**config.mk**
```make
export PLATFORM = sky130hd
export DESIGN_NAME = sync_fifo_prog
export DESIGN_NICKNAME = d
export VERILOG_FILES = /design/src/rtl/sync_fifo_prog.sv
export SDC_FILE = /design/constraint.sdc
export NUM_CORES = 1
export LEC_CHECK = 0
export BUFFER_PORTS_ARGS = -buffer_cell sky130_fd_sc_hd__buf_2
export CELL_PAD_IN_SITES_DETAIL_PLACEMENT = 0
export CELL_PAD_IN_SITES_GLOBAL_PLACEMENT = 1
export CORE_UTILIZATION = 47
export DETAILED_ROUTE_END_ITERATION = 8
export GPL_TIMING_DRIVEN = 0
export PLACE_DENSITY_LB_ADDON = 0.2
export RECOVER_POWER = 100
export SLEW_MARGIN = 20
export SYNTH_ARGS = -nofsm -noshare
export SYNTH_HDL_FRONTEND = slang
export SYNTH_SLANG_ARGS = --single-unit
```
**constraint.sdc**
```tcl
create_clock -name i_Clock -period 5.1 [get_ports i_Clock]
set_input_delay 0.765 -clock i_Clock [delete_from_list [all_inputs] [get_ports i_Clock]]
set_output_delay 0.765 -clock i_Clock [all_outputs]
set_load 0.1 [all_outputs]
```
**src/rtl/sync_fifo_prog.sv**
```systemverilog
// Single-clock FIFO using all DEPTH entries, with an exact fill count,
// programmable almost flags, sticky errors and FWFT or registered-read output.
module sync_fifo_prog #(
  parameter int unsigned DATA_WIDTH         = 8,
  parameter int unsigned DEPTH              = 16,
  parameter int unsigned ADDR_WIDTH         = $clog2(DEPTH),
  parameter int unsigned ALMOST_FULL_LEVEL  = DEPTH - 2,
  parameter int unsigned ALMOST_EMPTY_LEVEL = 2,
  parameter int unsigned FWFT               = 1
) (
  input  logic                  i_Clock,
  input  logic                  resetn,
  input  logic [DATA_WIDTH-1:0] i_Input_Data,
  input  logic                  i_Write_Enable,
  input  logic                  i_Read_Enable,
  input  logic                  i_Clear_Errors,
  output logic [DATA_WIDTH-1:0] o_Output_Data,
  output logic                  o_Valid,
  output logic                  o_Empty,
  output logic                  o_Full,
  output logic                  o_Almost_Full,
  output logic                  o_Almost_Empty,
  output logic [ADDR_WIDTH:0]   o_Count,
  output logic                  o_Overflow,
  output logic                  o_Underflow
);

  localparam int unsigned CW = ADDR_WIDTH + 1;
  localparam logic [CW-1:0] DEPTH_C = CW'(DEPTH);
  localparam logic [CW-1:0] AF_C    = CW'(ALMOST_FULL_LEVEL);
  localparam logic [CW-1:0] AE_C    = CW'(ALMOST_EMPTY_LEVEL);

  logic [DATA_WIDTH-1:0] mem [DEPTH];
  logic [ADDR_WIDTH-1:0] wr_ptr;
  logic [ADDR_WIDTH-1:0] rd_ptr;
  logic [CW-1:0]         count;
  logic                  wr_acc;
  logic                  rd_acc;

  // Flags decode straight from the count register
  assign o_Count        = count;
  assign o_Empty        = (count == '0);
  assign o_Full         = (count == DEPTH_C);
  assign o_Almost_Full  = (count >= AF_C);
  assign o_Almost_Empty = (count <= AE_C);

  assign wr_acc = i_Write_Enable && !o_Full;
  assign rd_acc = i_Read_Enable && !o_Empty;

  // Storage is never reset; the reset gate keeps a discarded write out of memory
  always_ff @(posedge i_Clock) begin
    if (resetn && wr_acc) begin
      mem[wr_ptr] <= i_Input_Data;
    end
  end

  always_ff @(posedge i_Clock) begin
    if (!resetn) begin
      wr_ptr <= '0;
      rd_ptr <= '0;
      count  <= '0;
    end else begin
      if (wr_acc) wr_ptr <= wr_ptr + ADDR_WIDTH'(1);
      if (rd_acc) rd_ptr <= rd_ptr + ADDR_WIDTH'(1);
      case ({wr_acc, rd_acc})
        2'b10:   count <= count + CW'(1);
        2'b01:   count <= count - CW'(1);
        default: count <= count;
      endcase
    end
  end

  // Sticky errors: a new rejected request takes priority over a clear
  always_ff @(posedge i_Clock) begin
    if (!resetn) begin
      o_Overflow  <= 1'b0;
      o_Underflow <= 1'b0;
    end else begin
      if (i_Write_Enable && o_Full)      o_Overflow <= 1'b1;
      else if (i_Clear_Errors)           o_Overflow <= 1'b0;
      if (i_Read_Enable && o_Empty)      o_Underflow <= 1'b1;
      else if (i_Clear_Errors)           o_Underflow <= 1'b0;
    end
  end

  generate
    if (FWFT != 0) begin : g_fwft
      assign o_Output_Data = mem[rd_ptr];
      assign o_Valid       = !o_Empty;
    end else begin : g_reg
      // Accepted read captures the head; valid pulses for the following cycle
      always_ff @(posedge i_Clock) begin
        if (!resetn) begin
          o_Output_Data <= '0;
          o_Valid       <= 1'b0;
        end else begin
          o_Valid <= rd_acc;
          if (rd_acc) o_Output_Data <= mem[rd_ptr];
        end
      end
    end
  endgenerate

endmodule

```
==> flow_summary.yaml, run 1 <==
clock_tree:
  ctsResizeCount: 0
  clk_pin_slew_worst_paths_ps: 50
  post_cts_buffers: 0
  cts_tree: "done"
  cts_inserted_buffers: 17
  clockBufferDepth: 2
  clock-sinks: 147
  holdBufCountCts: 0
  cts_max_level: 4
  cts_root_buf: "clkbuf_16"
  clkLatencyLatePin_ps: 420
layout:
  drive_gt1_frac: 0.135
  nets: 380
  diodes: 0
  design_area_mm2: 0.00677
  syn2layout_area_growth_pct: 13.5
  utilization: 0.555
  layout.cells.non_filler: 538
global_route:
  track_usage: 0.185
  gr-total-overflow: 0
  grt_start_max_net_pins: 17
  antenna_found_initial: 0
  grt_pass1_wl_um: 16600
  grt_pass1_vias: 3005
setup_path:
  worstSetupPathType: "reg -> out"
  crit_chain: "clkbuf_1 -> mux4_2 -> mux4_2 -> clkbuf_1"
  end_kind: "output pin"
  critPathSlowestCell: "clkbuf_1"
  crit_family: "buffers and inverters"
  cp-start-kind: "register"
  cp_slowest_stage_delay_ps: 870
  crit_required_ps: 4340
  cp.arrival_ps: 2860
  cp_max_fo: 10
  worst-path-buf-inv: 2
synth:
  synth_most_common_cell: "edfxtp_1"
  netlist-cell-type-count: 40
  ys_ff_latch: 147
  ys_seq_area_frac: 0.708
  synth-edff-count: 128
  synthArstFlopShare: 0
  synthCells: 309
  synth_top_cell_by_area: "edfxtp_1"
  synth_commonest_cells: "edfxtp_1, nor2_1, mux4_1"
  syn_area_mm2: 0.00597
  synth.avg_cell_area_um2: 19.3
  synth_top_cell_area_share: 0.644
  synth.top_cells.by_area: "edfxtp_1, mux4_1, dfxtp_1, mux4_2, nor2_1"
  synth_warnings: 0
  synth_ff_type: "edfxtp_1"
  synth_nets: 330
floorplanning:
  io_pins: 33
  die_h_um: 115
  die_w_um: 115
  core_area_mm2: 0.0122
  start_util: 0.489
  dieArea_mm2: 0.0132
  rows: 40
placed_design:
  gp_congestion: 0.734
  hpwl_um: 7180
  io_buffer_count: 31
  dp.cells: 508
  placed_cell_area_mm2: 0.00633
power_and_ir_drop:
  ir_drop_v: 0.000756
  leakagePower_uw: 0.00219
  power_density_mw_per_mm2: 495
sta:
  finalCritPeriodShare: 0.711
  setup_violations: 0
  drv_slew: 0
  tightestPinTransition_ps: 1180
  hold_violations: 0
  layout_min_cycle_time_ps: 3630
  relSlewSlack: 0.216
  fin_worst_skew_ps: 8.55
  rsz0062_at_grt: "false"
  fin_setup_tns_ps: 0
  fmax_mhz: 276
routing:
  vias: 2877
  wl_per_cell_um: 19.8
  finalWirelength_um: 10700
  via_per_inst: 5.35
  route.detailed.drc: 0
  drt_iter0_markers: 134
  ant_nets: 0
  drt_first_pass_iters: 4
run:
  cap_violations: 0
worst_hold_path:
  worst_hold_path_type: "reg -> reg"
status:
  status: "finished, final reports clean"
-- layout by cell type, fill, tap and decap left out, types with 4 or more instances in the layout --
| cell type | instances |
|---|---|
| mux4_2 | 16 |
| ha_1 | 8 |
| inv_1 | 5 |
| edfxtp_1 | 128 |
| nor2_1 | 35 |
| clkbuf_1 | 39 |
| clkinv_2 | 7 |
| nand3b_1 | 4 |
| mux4_1 | 24 |
| dfxtp_1 | 19 |
| nand2_1 | 10 |
| xor2_1 | 7 |
| clkbuf_16 | 17 |
| buf_2 | 4 |
-- power by group --
group / total, uW / switching, uW / internal, uW
clock network: 1030 / 430 / 603
registers: 1370 / 30.4 / 1340
logic: 940 / 701 / 240
-- cells by family after synthesis --
logic type      count (synthesis)  share of synthesized area
flops                         147                      0.708
compound gates                 15                     0.0180
buf+inv                        22                     0.0218
fa+ha+maj                       8                     0.0168
xor+xnor                        9                     0.0132
simple gates                   65                     0.0512
mux                            43                      0.171
-- final cells by class --
cell class	count	area [um2]
inverters	7	26.3
plain buffers	15	103
clock buffers	21	440
multi-input cells	140	1600
repair buffers	31	121
fillers	994	5440
flip-flops and latches	147	4220
well taps	168	210
clock inverters	9	42.5
-- flip-flops by register name, indices dropped and copies added (netlist names), named ones only --
signal,cells
mem,128
o_Overflow,1
o_Count,5
rd_ptr,4
wr_ptr,4
o_Underflow,1
-- routing by layer --
layer | global-route usage | share of wire | vias to the layer above | wire length [um]
met1 | 0.212 | 0.42 | 1457 | 4480
met3 | 0.0524 | 0.032 | 16 | 342
met5 | 0 | 0 | - | 0
li1 | - | - | 1354 | -
met4 | 0.0892 | 0.021 | 0 | 224
met2 | 0.319 | 0.53 | 50 | 5630
-- path summary, 6_finish.rpt --
check	from	to	slack (ps)	cells past startpoint
hold / removal	rd_ptr[3]	rd_ptr[3]	520	2
setup reg to reg	o_Count[1]	o_Count[4]	1540	12
hold reg to reg	rd_ptr[3]	rd_ptr[3]	520	2
setup / recovery	register	o_Output_Data[7]	1470	4
-- through the flow --
stage / setup WS, ps / hold WS (ps) / total power, uW
after floorplan: 8.65 / 472 / 2200
after global placement: 1980 / 489 / 2370
after detailed placement: 1970 / 508 / 2380
after CTS: 1640 / 522 / 3400
after global routing: 1140 / 564 / 3470
final: 1470 / 517 / 3350
-- tightest hold or removal path: stages (launching register included) --
cell and delay, ps:
dfxtp_1 320, xor2_1 80, nor2_1 80
Note: power is estimated with default switching activity, not from simulation.
==> run 2: changes to the inputs <==
ABC_AREA = 1   (was unset)
CORE_UTILIZATION = 45   (was 47)
clock period = 3.05 ns   (was 5.1 ns; I/O delays follow)
==> flow_summary.yaml, run 2 <==
power_and_ir_drop:
  ir_drop_v: 0.00114
  power_density_mw_per_mm2: 964
  total_power_uw: 6810
  leakagePower_uw: 0.00251
sta:
  drv_slew: 0
  finalCritPeriodShare: 0.944
  tightestPinTransition_ps: 1160
  hold_violations: 0
  timing.hold.ws_ps: 301
  fmax_mhz: 347
  fin_worst_skew_ps: 12.4
  rsz0062_at_grt: "false"
  layout_setup_ws_ps: 172
  layout_min_cycle_time_ps: 2880
  setup_violations: 0
  fin_setup_tns_ps: 0
  relSlewSlack: 0.231
synth:
  synthArstFlopShare: 0
  synth_top_cell_by_area: "edfxtp_1"
  synth-edff-count: 128
  synthCells: 489
  synth_top_cell_area_share: 0.624
  netlist-cell-type-count: 28
  synth_warnings: 0
  synth_commonest_cells: "edfxtp_1, inv_1, o21ai_0"
  synth_most_common_cell: "edfxtp_1"
  ys_seq_area_frac: 0.685
  syn_area_mm2: 0.00616
  synth.avg_cell_area_um2: 12.6
  synth.top_cells.by_area: "edfxtp_1, dfxtp_1, mux2i_1, o211ai_1, o21ai_0"
  synth_nets: 510
  ys_ff_latch: 147
  synth_ff_type: "edfxtp_1"
status:
  status: "finished, final reports clean"
layout:
  nets: 561
  regMostFlops: "mem"
  drive_gt1_frac: 0.0960
  syn2layout_area_growth_pct: 14.6
  nFillCells: 1152
  final_common_cell: "edfxtp_1"
  utilization: 0.531
  largest_register_ffs: 128
  most-common-layout-cells: "edfxtp_1, inv_1, o21ai_0"
  diodes: 0
floorplanning:
  rows: 42
  die_h_um: 119
  start_util: 0.463
  io_pins: 33
  die_w_um: 119
  dieArea_mm2: 0.0142
  core_area_mm2: 0.0133
setup_path:
  cp_max_fo: 10
  cp_slowest_stage_delay_ps: 470
  cp-start-kind: "register"
  worstSetupPathType: "reg -> out"
  crit_chain: "buf_2 -> clkbuf_1 -> o21ai_0 -> o211ai_1 -> o211ai_1 -> nand2_1 -> buf_2"
  cp.arrival_ps: 2420
  critPathSlowestCell: "clkbuf_1"
  crit_required_ps: 2590
  reg2reg_slack_ps: 450
  end_kind: "output pin"
run:
  cap_violations: 0
global_route:
  antenna_found_initial: 0
  grt_pass1_wl_um: 20800
  grt_pass1_vias: 3786
  gr-total-overflow: 0
  grt_start_max_net_pins: 17
  track_usage: 0.207
clock_tree:
  clockBufferDepth: 2
  cts_tree: "done"
  ctsResizeCount: 0
  holdBufCountCts: 0
  cts_root_buf: "clkbuf_16"
  post_cts_buffers: 0
  cts_max_level: 4
  clk_pin_slew_worst_paths_ps: 60
  clock-sinks: 147
  clkLatencyLatePin_ps: 420
  cts_inserted_buffers: 17
routing:
  vias: 3839
  via_per_inst: 5.27
  finalWirelength_um: 13600
  route.detailed.drc: 0
  drt_first_pass_iters: 4
  ant_nets: 0
  drt_iter0_markers: 245
  wl_per_cell_um: 18.7
worst_hold_path:
  worst_hold_path_type: "in -> reg"
placed_design:
  io_buffer_count: 32
  hpwl_um: 9180
  pre_cts_slack_ps: 631
  gp_congestion: 0.774
## run 2: cell types whose count changed after synthesis, sizes merged, moves of 3 or more
cell / before / now
inv: 6 / 57
mux2i: 3 / 32
o21ai: 3 / 49
nor2: 35 / 32
mux4: 40 / 0
nor2b: 3 / 0
clkbuf: 6 / 13
a21oi: 2 / 43
nand2: 10 / 32
o211ai: 1 / 32
nand3: 3 / 22
nand3b: 4 / 0
## run 2: layout make-up
| cell class | count | area (um2) | area share |
|---|---|---|---|
| multi-input combinational | 260 | 1570 | 0.222 |
| tap | 176 | 220 | 0.0312 |
| sequential | 147 | 4220 | 0.598 |
| timing repair buffer | 32 | 135 | 0.0191 |
| buffer | 24 | 126 | 0.0179 |
| clock buffer | 18 | 429 | 0.0608 |
| clock inverter | 13 | 143 | 0.0202 |
| inverter | 58 | 219 | 0.0310 |
## run 2: logic make-up (layout without fill, tap and decap cells)
| group | Yosys count | count (layout) | synth area share |
|---|---|---|---|
| muxes | 32 | 32 | 0.0520 |
| and+or+nand+nor | 89 | 89 | 0.0664 |
| DFF | 147 | 147 | 0.685 |
| AOI/OAI and AO/OA | 125 | 125 | 0.115 |
| xor gates and xnor gates | 6 | 6 | 0.00853 |
| buffers and inverters | 82 | 145 | 0.0562 |
| adders and majority gates | 8 | 8 | 0.0162 |
## run 2: critical path, delay by kind of cell, from the launching register on
kind                   cells  cell delay, ps
buffers and inverters      3            1050
AO/OA/AOI/OAI              3             520
flip-flops                 1             300
AND/OR/NAND/NOR            1             130
## run 2: where the power goes
part / total [uW] / internal, uW / switching [uW]
Sequential: 2350 / 2280 / 70.7
Combinational: 2440 / 506 / 1940
Clock: 2020 / 1260 / 759
Total: 6810 / 4040 / 2770
## run 2: layer usage
layer  track usage  vias to the layer above  part of all wire
met5             0                        -                 0
met4        0.0736                        0             0.010
met3        0.0647                       10             0.046
met2         0.344                       91              0.51
met1         0.253                     1873              0.44
li1              -                     1865                 -
## run 2: path summary, 6_finish.rpt
path / endpoint / start / cells after the start
max: o_Output_Data[2] / register / 7
min: o_Overflow / i_Write_Enable / 3
max reg2reg: o_Count[4] / o_Count[2] / 14
min reg2reg: o_Overflow / o_Overflow / 2
## run 2: stage by stage
step	area (um2)	cells
after detailed placement	6540	697
after global routing	7060	728
after global placement	6540	697
after CTS	7110	728
after floorplan	6160	489
final	7060	728
==> run 3: changes to the inputs <==
CORE_MARGIN = 1.5   (was unset)
==> flow_summary.yaml, run 3 (same netlist as run 2, synthesis figures left out) <==
layout:
  nFillCells: 1146
  layout.cells.non_filler: 729
  largest_register_ffs: 128
  nets: 561
  utilization: 0.538
  multi_input_area_mm2: 0.00156
  final_common_cell: "edfxtp_1"
  regMostFlops: "mem"
  register_area_mm2: 0.00422
  drive_gt1_frac: 0.0995
  diodes: 0
  most-common-layout-cells: "edfxtp_1, inv_1, o21ai_0"
  syn2layout_area_growth_pct: 16.2
global_route:
  gr-total-overflow: 0
  grt_pass1_vias: 3785
  antenna_found_initial: 0
  grt_start_max_net_pins: 17
  grt_pass1_wl_um: 21000
  track_usage: 0.205
sta:
  setup_violations: 0
  finalCritPeriodShare: 0.950
  fin_setup_tns_ps: 0
  layout_min_cycle_time_ps: 2900
  relSlewSlack: 0.224
  tightestPinTransition_ps: 1170
  fin_worst_skew_ps: 4.48
  drv_slew: 0
  hold_violations: 0
  fmax_mhz: 345
  rsz0062_at_grt: "false"
floorplanning:
  rows: 42
  dieArea_mm2: 0.0144
  start_util: 0.463
  io_pins: 33
  die_h_um: 120
  die_w_um: 120
  core_area_mm2: 0.0133
clock_tree:
  cts_max_level: 4
  cts_tree: "done"
  clk_pin_slew_worst_paths_ps: 60
  cts_root_buf: "clkbuf_16"
  cts_inserted_buffers: 17
  clock-sinks: 147
  clkLatencyLatePin_ps: 420
  clockBufferDepth: 2
  holdBufCountCts: 0
setup_path:
  cp.arrival_ps: 2440
  crit_required_ps: 2590
  critPathSlowestCell: "clkbuf_1"
  end_kind: "output pin"
  crit_family: "buffers and inverters"
  cp-start-kind: "register"
  worstReg2RegStart: "o_Count[2]"
  worst-path-buf-inv: 4
  cp_max_fo: 10
  cp_slowest_stage_delay_ps: 450
  crit_chain: "buf_2 -> inv_1 -> clkbuf_1 -> o21ai_0 -> o211ai_1 -> nand2_1 -> clkbuf_2"
  worstSetupPathType: "reg -> out"
power_and_ir_drop:
  clock_power_share: 0.330
  ir_drop_v: 0.00110
  seqPwrFrac: 0.328
  power_density_mw_per_mm2: 1000
  p_int_uw: 4380
  p_comb_frac: 0.342
  switchingPower_uw: 2780
  leakagePower_uw: 0.00256
  switching_share: 0.388
routing:
  drt_iter0_markers: 264
  vias: 3868
  route.detailed.drc: 0
  finalWirelength_um: 13700
  wl_per_cell_um: 18.8
  drt_first_pass_iters: 4
  via_per_inst: 5.31
  ant_nets: 0
placed_design:
  hpwl_um: 9250
  gp_congestion: 0.836
  dp.cells: 697
  io_buffer_count: 32
worst_hold_path:
  min_from: "i_Read_Enable"
  worst_hold_path_type: "in -> reg"
status:
  status: "finished, final reports clean"
run:
  cap_violations: 0
==> run 3: changes by cell type in the layout (fill, tap and decap cells not counted) <==
cell	before	now
bufinv_16	3	7
clkinv_4	1	0
clkinv_2	2	3
nand2_2	1	0
nand2_1	31	32
clkbuf_2	4	5
clkinv_1	6	4
clkinvlp_4	2	0
==> run 3: path summary, 6_finish.rpt <==
| kind | endpoint | slack, ps | depth (start not counted) |
|---|---|---|---|
| setup / recovery | o_Output_Data[6] | 150 | 7 |
| hold / removal | o_Underflow | 300 | 3 |
| setup reg to reg | o_Count[4] | 430 | 14 |
| hold reg to reg | o_Underflow | 470 | 2 |
==> run 3: power by group through the flow <==
stage	Clock [uW]	Combinational (uW)	Sequential, uW
finish	2360	2450	2350
global route	2470	2630	2360
CTS	2390	2510	2350
detailed placement	0	2510	2390
global placement	0	2480	2390
floorplan	0	1750	2640
==> run 3: metal layers <==
layer	vias up	wire, um	share of wire	global-route usage
met5	-	0	0	0
met1	1877	6080	0.44	0.263
met2	106	6790	0.49	0.335
met3	21	538	0.039	0.0423
li1	1864	-	-	-
met4	0	330	0.024	0.0945
==> run 3: stage by stage <==
step	hold WS, ps	worst slack, ps	total power (uW)	area [um2]
floorplan	475	25.0	4390	6160
detailed placement	454	614	4900	6540
finish	296	154	7160	7160
CTS	279	180	7250	7210
global placement	451	680	4870	6540
global route	313	41.2	7460	7160
==> run 3: tightest hold or removal path, stage by stage <==
cell and delay (ps):
buf_2 100, nand2_1 60, a21oi_1 50
==> run 3: final cells by class <==
type,instances,share of cell area
clock inverters,13,0.0330
repair buffers,32,0.0189
multi-input cells,260,0.218
inverters,58,0.0306
clock buffers,19,0.0605
plain buffers,24,0.0178
well taps,176,0.0308
flip-flops and latches,147,0.590
==> run 3: timing repair <==
| item | 4_1_cts | 5_1_grt |
|---|---|---|
| setup buffers | 0 | 0 |
| endpoints found under the setup margin | 0 | 1 |
| gates resized for setup | 0 | 2 |
